File: config.mk
export PLATFORM = sky130hd
export DESIGN_NAME = seq_div16_flat
export DESIGN_NICKNAME = d
export VERILOG_FILES = /design/src/rtl/seq_div16_if.sv /design/src/rtl/seq_div16.sv /design/src/flat_wrapper.sv
export SDC_FILE = /design/constraint.sdc
export NUM_CORES = 1
export LEC_CHECK = 0
export BUFFER_PORTS_ARGS = -buffer_cell sky130_fd_sc_hd__buf_2
export CAP_MARGIN = 30
export CORE_MARGIN = 3
export CORE_UTILIZATION = 35
export CTS_CLUSTER_DIAMETER = 50
export DETAILED_ROUTE_END_ITERATION = 12
export GPL_TIMING_DRIVEN = 0
export PLACE_DENSITY = 0.64
export SLEW_MARGIN = 5
export SYNTH_ARGS = -nofsm -noshare
export SYNTH_HDL_FRONTEND = slang
export SYNTH_SLANG_ARGS = --single-unit
export TNS_END_PERCENT = 100
File: constraint.sdc
create_clock -name clk -period 2.37 [get_ports clk]
set_clock_uncertainty 0.15 [all_clocks]
set_input_delay 0.3555 -clock clk [delete_from_list [all_inputs] [get_ports clk]]
set_output_delay 0.3555 -clock clk [all_outputs]
set_load 0.03 [all_outputs]
File: src/rtl/seq_div16_if.sv
// Handshake and operand/result bundle for the sequential divider.
interface seq_div16_if #(
  parameter int unsigned WIDTH = 16
);
  logic             start;
  logic [WIDTH-1:0] dividend;
  logic [WIDTH-1:0] divisor;
  logic             busy;
  logic             done;
  logic [WIDTH-1:0] quotient;
  logic [WIDTH-1:0] remainder;
  logic             div_by_zero;

  modport master (
    output start, dividend, divisor,
    input  busy, done, quotient, remainder, div_by_zero
  );

  modport slave (
    input  start, dividend, divisor,
    output busy, done, quotient, remainder, div_by_zero
  );
endinterface

File: src/rtl/seq_div16.sv
// Multi-cycle restoring divider: one quotient bit per clock, MSB first.
// A zero divisor skips the iteration and reports all-ones / dividend.
module seq_div16 #(
  parameter int unsigned WIDTH = 16
) (
  input logic        clk,
  input logic        rst_n,
  seq_div16_if.slave bus
);
  localparam int unsigned CW = $clog2(WIDTH + 1);

  typedef enum logic [1:0] {IDLE, CALC, DONE} state_t;

  state_t           state, state_next;
  logic [WIDTH-1:0] acc;        // dividend bits shift out the top, quotient bits shift in the bottom
  logic [WIDTH-1:0] dsr;
  logic [WIDTH-1:0] rem;
  logic [CW-1:0]    cnt;
  logic [WIDTH-1:0] quo_q;
  logic [WIDTH-1:0] rem_q;
  logic             dbz_q;

  logic [WIDTH:0]   trial;
  logic             fits;
  logic [WIDTH-1:0] rem_step;
  logic [WIDTH-1:0] acc_step;

  // One shift-subtract step; trial is one bit wider so a divisor with its MSB set still compares correctly
  always_comb begin
    trial    = {rem, acc[WIDTH-1]};
    fits     = (trial >= {1'b0, dsr});
    rem_step = fits ? WIDTH'(trial - {1'b0, dsr}) : trial[WIDTH-1:0];
    acc_step = {acc[WIDTH-2:0], fits};
  end

  // State register
  always_ff @(posedge clk) begin
    if (!rst_n) state <= IDLE;
    else        state <= state_next;
  end

  // Next-state logic
  always_comb begin
    state_next = state;
    case (state)
      IDLE: if (bus.start) state_next = (bus.divisor == '0) ? DONE : CALC;
      CALC: if (cnt == CW'(1)) state_next = DONE;
      DONE: state_next = IDLE;
      default: state_next = IDLE;
    endcase
  end

  // Operand capture, iteration datapath and result registers
  always_ff @(posedge clk) begin
    if (!rst_n) begin
      acc   <= '0;
      dsr   <= '0;
      rem   <= '0;
      cnt   <= '0;
      quo_q <= '0;
      rem_q <= '0;
      dbz_q <= 1'b0;
    end else begin
      case (state)
        IDLE: begin
          if (bus.start) begin
            acc   <= bus.dividend;
            dsr   <= bus.divisor;
            rem   <= '0;
            dbz_q <= (bus.divisor == '0);
            if (bus.divisor == '0) begin
              cnt   <= '0;
              quo_q <= '1;
              rem_q <= bus.dividend;
            end else begin
              cnt   <= CW'(WIDTH);
            end
          end
        end
        CALC: begin
          acc <= acc_step;
          rem <= rem_step;
          cnt <= cnt - CW'(1);
          if (cnt == CW'(1)) begin
            quo_q <= acc_step;
            rem_q <= rem_step;
          end
        end
        default: ;
      endcase
    end
  end

  // Status decoded from state; results straight from their registers
  always_comb begin
    bus.busy        = (state != IDLE);
    bus.done        = (state == DONE);
    bus.quotient    = quo_q;
    bus.remainder   = rem_q;
    bus.div_by_zero = dbz_q;
  end
endmodule

File: src/flat_wrapper.sv
// flat-port wrapper written by rule: the top's interface ports become plain ports
module seq_div16_flat 
#(
  parameter int unsigned WIDTH = 16
)
  (clk, rst_n, bus_start, bus_dividend, bus_divisor, bus_busy, bus_done, bus_quotient, bus_remainder, bus_div_by_zero);
  seq_div16_if #(.WIDTH(WIDTH)) bus_i ();
  input logic clk;
  input logic rst_n;
  input wire logic [$bits(bus_i.start)-1:0] bus_start;
  input wire logic [$bits(bus_i.dividend)-1:0] bus_dividend;
  input wire logic [$bits(bus_i.divisor)-1:0] bus_divisor;
  output wire logic [$bits(bus_i.busy)-1:0] bus_busy;
  output wire logic [$bits(bus_i.done)-1:0] bus_done;
  output wire logic [$bits(bus_i.quotient)-1:0] bus_quotient;
  output wire logic [$bits(bus_i.remainder)-1:0] bus_remainder;
  output wire logic [$bits(bus_i.div_by_zero)-1:0] bus_div_by_zero;
  assign bus_i.start = bus_start;
  assign bus_i.dividend = bus_dividend;
  assign bus_i.divisor = bus_divisor;
  assign bus_busy = bus_i.busy;
  assign bus_done = bus_i.done;
  assign bus_quotient = bus_i.quotient;
  assign bus_remainder = bus_i.remainder;
  assign bus_div_by_zero = bus_i.div_by_zero;
  seq_div16 #(.WIDTH(WIDTH)) u_core (.clk(clk), .rst_n(rst_n), .bus(bus_i));
endmodule
==> metrics.cfg, run 1 <==
[outcome]
status=complete, but fails checks
violations=negative setup slack

[timing]
rsz0062_at_grt=yes
relSlewSlack_pct=45.11
maxSlewViolCount=0
fin_crit_sh_pct=108.7
hold_violations=0
finalCriticalPeriod_ps=2575
max_slew.worst_pin.slew_ps=820.4
setup-violations-final=30
final.setup.worst_slack_ps=-205.1
fin_tns_setup_ps=-3420
fmax_mhz=388.3

[synthesis]
yosys_warnings=0
synthArstFlopShare_pct=0
synthMuxAreaShare_pct=0.6791
synth-simple-area-share_pct=22.24
synth-xor-area-share_pct=2.377
syn_area_um2=4422
yosysUniqueCellTypes=62
syn_nets=617
synth-seq-area-share_pct=39.84
synth_fa_ha_area_share_pct=5.546
syn_inst=563
ys_ff_latch=88
synth-edff-count=0
synth_compound_area_share_pct=23.97
synthFlopType=dfxtp_1
synth_top_family_by_area=compound AO/OA/AOI/OAI gates
avgSynthCellArea_um2=7.854

[cells_and_area]
num_antenna_cells=0
drive_gt1_share_pct=37.66
nets=734
syn2layout_area_growth_pct=43.15

[worst_setup_path]
end_kind=flip-flop
arrival_ps=2640
crit_family=compound AO/OA/AOI/OAI gates
slowest_delay_ps=390
cpMaxStageDelayCell=fa_2
cp_num_buf_inv=3
crit_path_max_fanout=3
critical_path_class=reg2reg
critPathRequiredTime_ps=2430
worstSetupStartpointType=flip-flop
path_cells=inv_2 -> ha_4 -> inv_2 -> fa_2 -> a211oi_4 -> buf_4 -> nor3_2 -> nor3_2 -> xor2_1 -> a211oi_4 -> a31oi_4 -> a21oi_2

[global_route]
grt_busiest_layer=met2
grt_pass1_wl_mm=23.21
grt_max_degree=19
grt_use_total_pct=20.38
grt_overflow=0
grt_pass1_vias=4591
grt_util_met1_pct=26.12
grt.met3_usage_pct=4.306
antenna_found_initial=0
use_met2_pct=33.73

[die]
start_util_pct=36.36
fp.dieW_um=118.4
die_h_um=118.4
ioPinCount=70
core_area_um2=12160
rows=40
die-area_um2=14020

[clock_tree]
clkTransAtPathRegs_ps=70
cts_htree_levels=3
clk_latency_ps=350
postCtsHoldBufs=0
cts_made_buffers=9
cts_tree=done
cts_root_buf=clkbuf_16
cts.path.max_buffers=2
cts.sink_count=88

[power_and_ir_drop]
peakVddDrop_v=0.0005396
power.leakage_nw=2.428
power.density_nw_per_um2=1026
p_total_w=0.006496

[place]
place_congestion=0.9057
io_buffer_count=68
place_hpwl_mm=10.48

[detailed_routing]
wl_per_cell_um=17.96
wl_mm=15.32
dr.pass1.iters=4
drc_errors=0
vias=4745
final_antenna_net_count=0
viasPerCell=5.563
drt_iter0_markers=349

[hold_path]
hp-class=in2reg

[flow_run]
maxCapViolations=0

## area by class of cell
| class | instances | area, um^2 |
|---|---|---|
| Fill cell | 1079 | 5832 |
| Multi-Input combinational cell | 417 | 3088 |
| Sequential cell | 88 | 1799 |
| Timing Repair Buffer | 108 | 679.4 |
| Clock buffer | 9 | 225.2 |
| Tap cell | 168 | 210.2 |
| Buffer | 34 | 170.2 |
| Inverter | 22 | 85.08 |
| Clock inverter | 7 | 72.57 |
## metrics by stage
step	setup slack, ps	cells	cell area (um^2)	utilization, %	hold slack [ps]
floorplan	-15.43	563	4433	-	286.3
global placement	-518.7	799	4984	40.98	295.0
detailed placement	-507.6	799	4984	40.98	298.8
CTS	-182.0	836	5843	48.05	105.7
global route	-304.4	853	6330	52.05	112.1
finish	-205.1	853	6330	52.05	102.2
## worst paths after layout
kind	start	endpoint	slack, ps	cells past startpoint
worst min-delay path	bus_divisor[9]	u_core.dsr[9]$_SDFFE_PN0P_	100	3
worst max-delay path	u_core.acc[15]$_SDFFE_PN0P_	u_core.rem[8]$_SDFFE_PN0P_	-210	12
worst max register to register	u_core.acc[15]$_SDFFE_PN0P_	u_core.rem[8]$_SDFFE_PN0P_	-210	12
worst min register to register	u_core.dsr[15]$_SDFFE_PN0P_	u_core.dsr[15]$_SDFFE_PN0P_	300	2
## kinds of logic after synthesis
kind of cell / Yosys count
adder cells (fa/ha/maj): 19
flip-flops: 88
AO/OA/AOI/OAI: 171
AND/OR/NAND/NOR: 212
multiplexers: 3
buffers and inverters: 58
XOR/XNOR: 12
## metal layers
layer / vias to the layer above / wire length (um)
met4: 0 / 501
met5: - / 0
met1: 2274 / 6613
met2: 174 / 7323
li1: 2253 / -
met3: 44 / 885
## sequential cells by signal, indices dropped and copies added (netlist names)
signal and flops:
u_core.acc 16, u_core.bus.quotient 16, u_core.bus.remainder 16, u_core.dsr 16
u_core.rem 16, u_core.cnt 5, u_core.state 2, u_core.bus.div_by_zero 1
## worst reg2reg max path, stage by stage (launching register included)
cell      delay (ps)
dfxtp_2          330
inv_2             80
ha_4             150
inv_2             40
fa_2             390
a211oi_4         300
buf_4            170
nor3_2            40
nor3_2           170
xor2_1           290
a211oi_4          70
a31oi_4          210
a21oi_2           70
## cells in the mapped netlist (5+ instances only)
cell / n / area (um^2)
o21ai_0: 49 / 245.2
ha_1: 18 / 225.2
clkbuf_1: 26 / 97.59
nor4_1: 5 / 31.28
nand2_1: 68 / 255.2
nand3_1: 18 / 90.09
a31oi_1: 16 / 100.1
xor2_1: 8 / 70.07
nor3_1: 39 / 195.2
a21oi_1: 49 / 245.2
buf_1: 5 / 18.77
inv_1: 21 / 78.83
a211oi_1: 7 / 52.55
o22ai_1: 12 / 75.07
nor2_1: 55 / 206.5
dfxtp_1: 88 / 1762
## cells in the final DEF, fill, tap and decap left out, drive strengths merged, types with 3 or more instances in the layout
cell type	instances
buf	115
dfxtp	88
nand2	69
nor2	56
o21ai	51
a21oi	49
nor3	39
clkbuf	36
inv	25
ha	18
nand3	18
a31oi	16
o22ai	12
xor2	8
a211oi	7
nor4	5
a21o	5
o21a	4
and2	4
nor2b	4
xnor2	4
o21bai	3
a41oi	3
o211a	3
mux2i	3
and3	3
clkinv	3
## repair_timing
item | in CTS | in global routing
pin swaps | 44 | 44
buffers inserted | 20 | 21
cloned | 1 | 0
gates resized for setup | 88 | 85
hold endpoints to repair | 0 | 0
setup endpoints to repair | 47 | 51
## where the power goes
part           internal (W)  leakage [nW]  switching (W)
clock              0.000744         0.143       0.000675
sequential          0.00161         0.729       0.000141
combinational       0.00154          1.56        0.00179
total               0.00389          2.43        0.00261
No activity file was read; power rests on OpenSTA's default activity.
==> run 2: changes to the inputs <==
--- a/config.mk
+++ b/config.mk
@@ -8,11 +8,11 @@
 export BUFFER_PORTS_ARGS = -buffer_cell sky130_fd_sc_hd__buf_2
 export CAP_MARGIN = 30
 export CORE_MARGIN = 3
-export CORE_UTILIZATION = 35
-export CTS_CLUSTER_DIAMETER = 50
+export CORE_UTILIZATION = 51
 export DETAILED_ROUTE_END_ITERATION = 12
 export GPL_TIMING_DRIVEN = 0
-export PLACE_DENSITY = 0.64
+export PLACE_DENSITY = 0.84
+export SETUP_SLACK_MARGIN = 0.05
 export SLEW_MARGIN = 5
 export SYNTH_ARGS = -nofsm -noshare
 export SYNTH_HDL_FRONTEND = slang
==> run 2 against run 1 <==
  * The flow still finishes with violations (negative setup slack)
  * Worst setup slack got worse by 67 ps
  * Largest power group unchanged
  * Wire length rose by 5.6%
  * Register-to-register slack got worse by 70 ps
  * Highest routed layer unchanged
  * Critical path depth fell by 2
  * Largest cell class unchanged
==> metrics.cfg, run 2 (synthesis results as in run 1) <==
[outcome]
status=complete, but fails checks
violations=negative setup slack

[worst_setup_path]
cpMaxStageDelayCell=dfxtp_4
path_cells=ha_4 -> nor2b_1 -> o31a_1 -> o211ai_4 -> buf_4 -> buf_4 -> nand2_1 -> xor2_1 -> nand3_1 -> a31oi_1
worstSetupStartpointType=flip-flop
reg2reg_setup_slack_ps=-270  ; -70 ps
cp-startpoint=u_core.rem[0]$_SDFFE_PN0P_
r2r.worst_path.cells=10  ; -2
critical_path_class=reg2reg
worstReg2RegEnd=u_core.bus.remainder[9]$_SDFFE_PN0P_
crit_family=compound AO/OA/AOI/OAI gates
slowest_delay_ps=390  ; about the same
cp_num_buf_inv=2  ; -1
worst_path_most_repeated_cell=buf_4
critPathRequiredTime_ps=2510  ; +80 ps
worstReg2RegStart=u_core.rem[0]$_SDFFE_PN0P_
crit_path_max_fanout=5  ; +2
arrival_ps=2780  ; +140 ps
end_kind=flip-flop

[detailed_routing]
drc_errors=0  ; unchanged
final_antenna_net_count=0  ; unchanged
wl_met2_mm=7.691  ; +5.0%
viasPerCell=6.522  ; +17%
drt_iter0_markers=777  ; +120%
drt-met1-wl_mm=5.962  ; -9.8%
wl_mm=16.18  ; +5.6%
wl_per_cell_um=20.48  ; +14%
top_layer=met4
vias=5152  ; +8.6%
dr.pass1.iters=6  ; +2
wl_met3_mm=1.629  ; +84%

[hold_path]
min_from=bus_divisor[11]
hold_path_depth=3  ; unchanged
holdPathEnd=u_core.dsr[11]$_SDFFE_PN0P_
hp-class=in2reg

[die]
die_h_um=99.12  ; -16%
rows=33  ; -18%
ioPinCount=70  ; unchanged
die-area_um2=9824  ; -30%
start_util_pct=53.28  ; +17 points
core_area_um2=8299  ; -32%
fp.dieW_um=99.12  ; -16%

[clock_tree]
clkTransAtPathRegs_ps=110  ; +40 ps
postCtsHoldBufs=0  ; unchanged
cts.path.max_buffers=2  ; unchanged
clk_latency_ps=380  ; +30 ps
cts_root_buf=clkbuf_8
cts_made_buffers=9  ; unchanged
cts_htree_levels=3  ; unchanged
cts.sink_count=88  ; unchanged
cts_tree=done

[timing]
fmax_mhz=378.6  ; -2.5%
hold_violations=0  ; unchanged
fin_crit_sh_pct=111.5  ; +2.8 points
finalCriticalPeriod_ps=2642  ; +66.53 ps
rsz0062_at_grt=yes
maxSlewViolCount=0  ; unchanged
relSlewSlack_pct=44.32  ; -0.78 points
whs_ps=62.41  ; -39.81 ps
setup-violations-final=34  ; +13%
final.setup.worst_slack_ps=-271.6  ; -66.53 ps
max_slew.worst_pin.slew_ps=835.1  ; +14.78 ps

[cells_and_area]
layout_commonest_cell=buf_2
drive_gt1_share_pct=36.93  ; -0.73 points
num_antenna_cells=0  ; unchanged
syn2layout_area_growth_pct=36.67
finalInstanceArea_um2=6043  ; -4.5%
nets=734  ; unchanged
post-route-util_pct=72.82  ; +21 points
layout_common_cells=buf_2, nand2_1, dfxtp_1

[place]
dp_slack_ps=-419.3  ; +88.23 ps
place_hpwl_mm=9.594  ; -8.4%
placed_area_um2=4975  ; -0.18%
io_buffer_count=68  ; unchanged
place_congestion=0.9328  ; +3.0%

[power_and_ir_drop]
peakVddDrop_v=0.0004582  ; -15%
power.leakage_nw=2.363  ; -2.7%
power.density_nw_per_um2=1014  ; -1.2%

[flow_run]
maxCapViolations=0  ; unchanged

[global_route]
antenna_found_initial=0  ; unchanged
grt_use_total_pct=28.61  ; +8.2 points
grt_overflow=0  ; unchanged
grt_pass1_wl_mm=22.59  ; -2.7%
grt_max_degree=19  ; unchanged
grt_pass1_vias=4605  ; +0.30%

## run 2: cell type report
cell class                      instances  area, um^2
Buffer                                 34       173.9
Clock buffer                            9       123.9
Clock inverter                          7       75.07
Fill cell                             557        2256
Inverter                               22       82.58
Multi-Input combinational cell        417        2988
Sequential cell                        88        1798
Tap cell                              105       131.4
Timing Repair Buffer                  108       670.6
## run 2: worst reg2reg max path, cell delays in order, from the launching register on
cell and delay (ps):
dfxtp_4 390, ha_4 240, nor2b_1 140, o31a_1 310, o211ai_4 300, buf_4 180, buf_4 120, nand2_1 70
xor2_1 210, nand3_1 160, a31oi_1 280
## run 2: worst max-delay path by stage
stage,end,slack (ps),cells past startpoint
after floorplan,u_core.bus.remainder[5]$_SDFFE_PN0P_,40,10
after global placement,u_core.bus.remainder[11]$_SDFFE_PN0P_,-390,9
after detailed placement,u_core.bus.remainder[11]$_SDFFE_PN0P_,-420,9
after CTS,u_core.rem[14]$_SDFFE_PN0P_,-180,9
after global routing,u_core.bus.remainder[9]$_SDFFE_PN0P_,-350,10
final,u_core.bus.remainder[9]$_SDFFE_PN0P_,-270,10
## run 2: repair_timing
action | 4_1_cts | 5_1_grt
hold endpoints to repair | 0 | 0
resized for setup | 53 | 90
setup buffers | 17 | 21
gates cloned | 1 | 1
pin swaps | 18 | 42
setup endpoints to repair | 47 | 55
## run 2: routing by layer
metal / GRT usage (%) / up-vias
li1: - / 2233
met4: 12.71 / 0
met5: 0 / -
met1: 36.96 / 2395
met3: 4.979 / 110
met2: 46.95 / 414
## run 2: power by group
group	switching, W	total (W)	internal, W
combinational	0.00181	0.00330	0.00150
clock	0.000662	0.00108	0.000416
sequential	0.000142	0.00175	0.00161
total	0.00261	0.00613	0.00352
## run 2: through the flow
stage	instances	TNS, ps	total power (W)
2_1_floorplan	563	0	0.003153
3_3_place_gp	736	-10750	0.003560
3_5_place_dp	736	-13180	0.003594
4_1_cts	769	-3547	0.005209
5_1_grt	790	-8368	0.006305
6_report	790	-5994	0.006129
==> run 3: changes to the inputs <==
--- a/config.mk
+++ b/config.mk
@@ -11,7 +11,7 @@
 export CORE_UTILIZATION = 51
 export DETAILED_ROUTE_END_ITERATION = 12
 export GPL_TIMING_DRIVEN = 0
-export PLACE_DENSITY = 0.84
+export PLACE_DENSITY_LB_ADDON = 0.25
 export SETUP_SLACK_MARGIN = 0.05
 export SLEW_MARGIN = 5
 export SYNTH_ARGS = -nofsm -noshare
==> constraint.sdc (replaced) <==
create_clock -name clk -period 2.37 [get_ports clk]
set_clock_uncertainty 0.15 [all_clocks]
set_input_delay 0.237 -clock clk [delete_from_list [all_inputs] [get_ports clk]]
set_output_delay 0.237 -clock clk [all_outputs]
set_load 0.03 [all_outputs]
==> run 3 against run 2 <==
  * Register-to-register slack about the same
  * Clock-buffer cell count is 1 higher
  * Clock power grew 6%
  * The run still ends with negative setup slack left
  * Global-route usage grew 0.16 points
==> metrics.cfg, run 3 (synthesis results as in run 1) <==
[timing]
hold_violations=0  ; unchanged
fmax_mhz=378.9  ; about the same
finalCriticalPeriod_ps=2639  ; -2.239 ps
final.setup.worst_slack_ps=-269.3  ; +2.239 ps
relSlewSlack_pct=43.52  ; -0.80 points
maxSlewViolCount=0  ; unchanged
setup-violations-final=34  ; unchanged
rsz0062_at_grt=yes
max_slew.worst_pin.slew_ps=847.1  ; +12.00 ps
fin_crit_sh_pct=111.4  ; about the same
fin_tns_setup_ps=-4722  ; +1272 ps

[flow_run]
maxCapViolations=0  ; unchanged

[die]
fp.dieW_um=99.12  ; unchanged
die_h_um=99.12  ; unchanged
ioPinCount=70  ; unchanged
die-area_um2=9824  ; unchanged
rows=33  ; unchanged
start_util_pct=53.28  ; unchanged
core_area_um2=8299  ; unchanged

[detailed_routing]
drt_iter0_markers=603  ; -22%
vias=5056  ; -1.9%
wl_mm=16.20  ; +0.12%
drc_errors=0  ; unchanged
final_antenna_net_count=0  ; unchanged
viasPerCell=6.211  ; -4.8%
dr.pass1.iters=5  ; -1
wl_per_cell_um=19.90  ; -2.8%

[place]
dp_cells=736  ; unchanged
io_buffer_count=68  ; unchanged
place_hpwl_mm=9.707  ; +1.2%
place_congestion=0.9178  ; -1.6%

[worst_setup_path]
worstSetupStartpointType=flip-flop
critPathRequiredTime_ps=2520  ; about the same
critical_path_class=reg2reg
end_kind=flip-flop
crit_path_max_fanout=3  ; -2
arrival_ps=2780  ; about the same

[clock_tree]
cts_root_buf=clkbuf_8
cts_tree=done
cts.path.max_buffers=2  ; unchanged
cts_htree_levels=3  ; unchanged
clkTransAtPathRegs_ps=100  ; about the same
cts.sink_count=88  ; unchanged
cts_made_buffers=9  ; unchanged
clk_latency_ps=370  ; about the same

[global_route]
grt_pass1_wl_mm=22.61  ; about the same
grt_use_total_pct=28.77  ; +0.16 points
antenna_found_initial=0  ; unchanged
grt_max_degree=17  ; -2
grt_pass1_vias=4644  ; +0.85%
grt_overflow=0  ; unchanged

[cells_and_area]
post-route-util_pct=77.25  ; +4.4 points
layout_common_cells=buf_2, dfxtp_1, nand2_1
syn2layout_area_growth_pct=44.99
num_antenna_cells=0  ; unchanged
final_cells=814  ; +3.0%
nFillCells=544  ; -2.3%
drive_gt1_share_pct=36.25  ; -0.69 points
nets=758  ; +3.3%

[power_and_ir_drop]
power.density_nw_per_um2=997.4  ; -1.6%
peakVddDrop_v=0.0005984  ; +31%
power.leakage_nw=2.495  ; +5.6%

[outcome]
status=complete, but fails checks
violations=negative setup slack

[hold_path]
hp-class=in2reg

-- run 3: cell count changes in the layout (fill, tap and decap cells not counted), moves of 3 or more --
cell	delta
dfxtp_2	-5
clkbuf_4	+3
buf_4	-8
buf_6	+7
dfxtp_1	+6
xor2_2	+3
buf_2	-4
nand3_2	-3
xor2_1	-3
dlygate4sd3_1	+28
-- run 3: power breakdown --
group	internal, W	switching [W]
registers	0.00160	0.000142
logic	0.00161	0.00190
clock network	0.000531	0.000608
-- run 3: layer usage --
| layer | GRT usage [%] | vias to the layer above | share of wire [%] |
|---|---|---|---|
| met5 | 0 | - | 0 |
| met4 | 11.97 | 0 | 4.0 |
| met3 | 4.488 | 68 | 8.3 |
| met2 | 46.64 | 306 | 48 |
| met1 | 38.36 | 2391 | 40 |
| li1 | - | 2291 | - |
-- run 3: area by class of cell --
class	instances	area, um^2	area share, %
multi-input cells	417	3088	48.17
clock inverters	6	75.07	1.171
flip-flops and latches	88	1788	27.89
repair buffers	132	928.4	14.48
plain buffers	34	180.2	2.810
inverters	22	82.58	1.288
clock buffers	10	137.6	2.147
well taps	105	131.4	2.049
-- run 3: final timing paths --
path | start | end | slack [ps] | cells after the start
setup / recovery | u_core.acc[15]$_SDFFE_PN0P_ | u_core.rem[14]$_SDFFE_PN0P_ | -270 | 10
hold / removal | bus_dividend[13] | u_core.bus.remainder[13]$_SDFFE_PN0P_ | 20 | 3
setup reg to reg | u_core.acc[15]$_SDFFE_PN0P_ | u_core.rem[14]$_SDFFE_PN0P_ | -270 | 10
hold reg to reg | u_core.dsr[15]$_SDFFE_PN0P_ | u_core.dsr[15]$_SDFFE_PN0P_ | 310 | 2
-- run 3: repair_timing --
| item | CTS | global route |
|---|---|---|
| buffers inserted | 17 | 18 |
| gates cloned | 2 | 0 |
| endpoints found under the setup margin | 49 | 61 |
| pin swaps | 36 | 44 |
| hold buffers | 28 | 0 |
| hold endpoints to repair | 28 | 0 |
| resized for setup | 67 | 97 |
-- run 3: worst max-delay path: stages (launching register included) --
cell      delay, ps
dfxtp_2         350
inv_2            90
ha_4            140
inv_2            50
fa_2            370
a211oi_4        280
o21ai_2         140
a21oi_4         230
nor2_2           90
a2111o_1        450
a31oi_1         210
-- run 3: per-stage QoR --
stage	setup slack (ps)	instance area [um^2]	total power, W	hold slack, ps
CTS	-195.5	5889	0.005441	11.36
detailed placement	-344.4	4975	0.003595	298.8
global route	-303.0	6411	0.006601	23.13
floorplan	40.48	4503	0.003153	215.4
global placement	-341.2	4975	0.003564	291.6
finish	-269.3	6411	0.006394	19.28
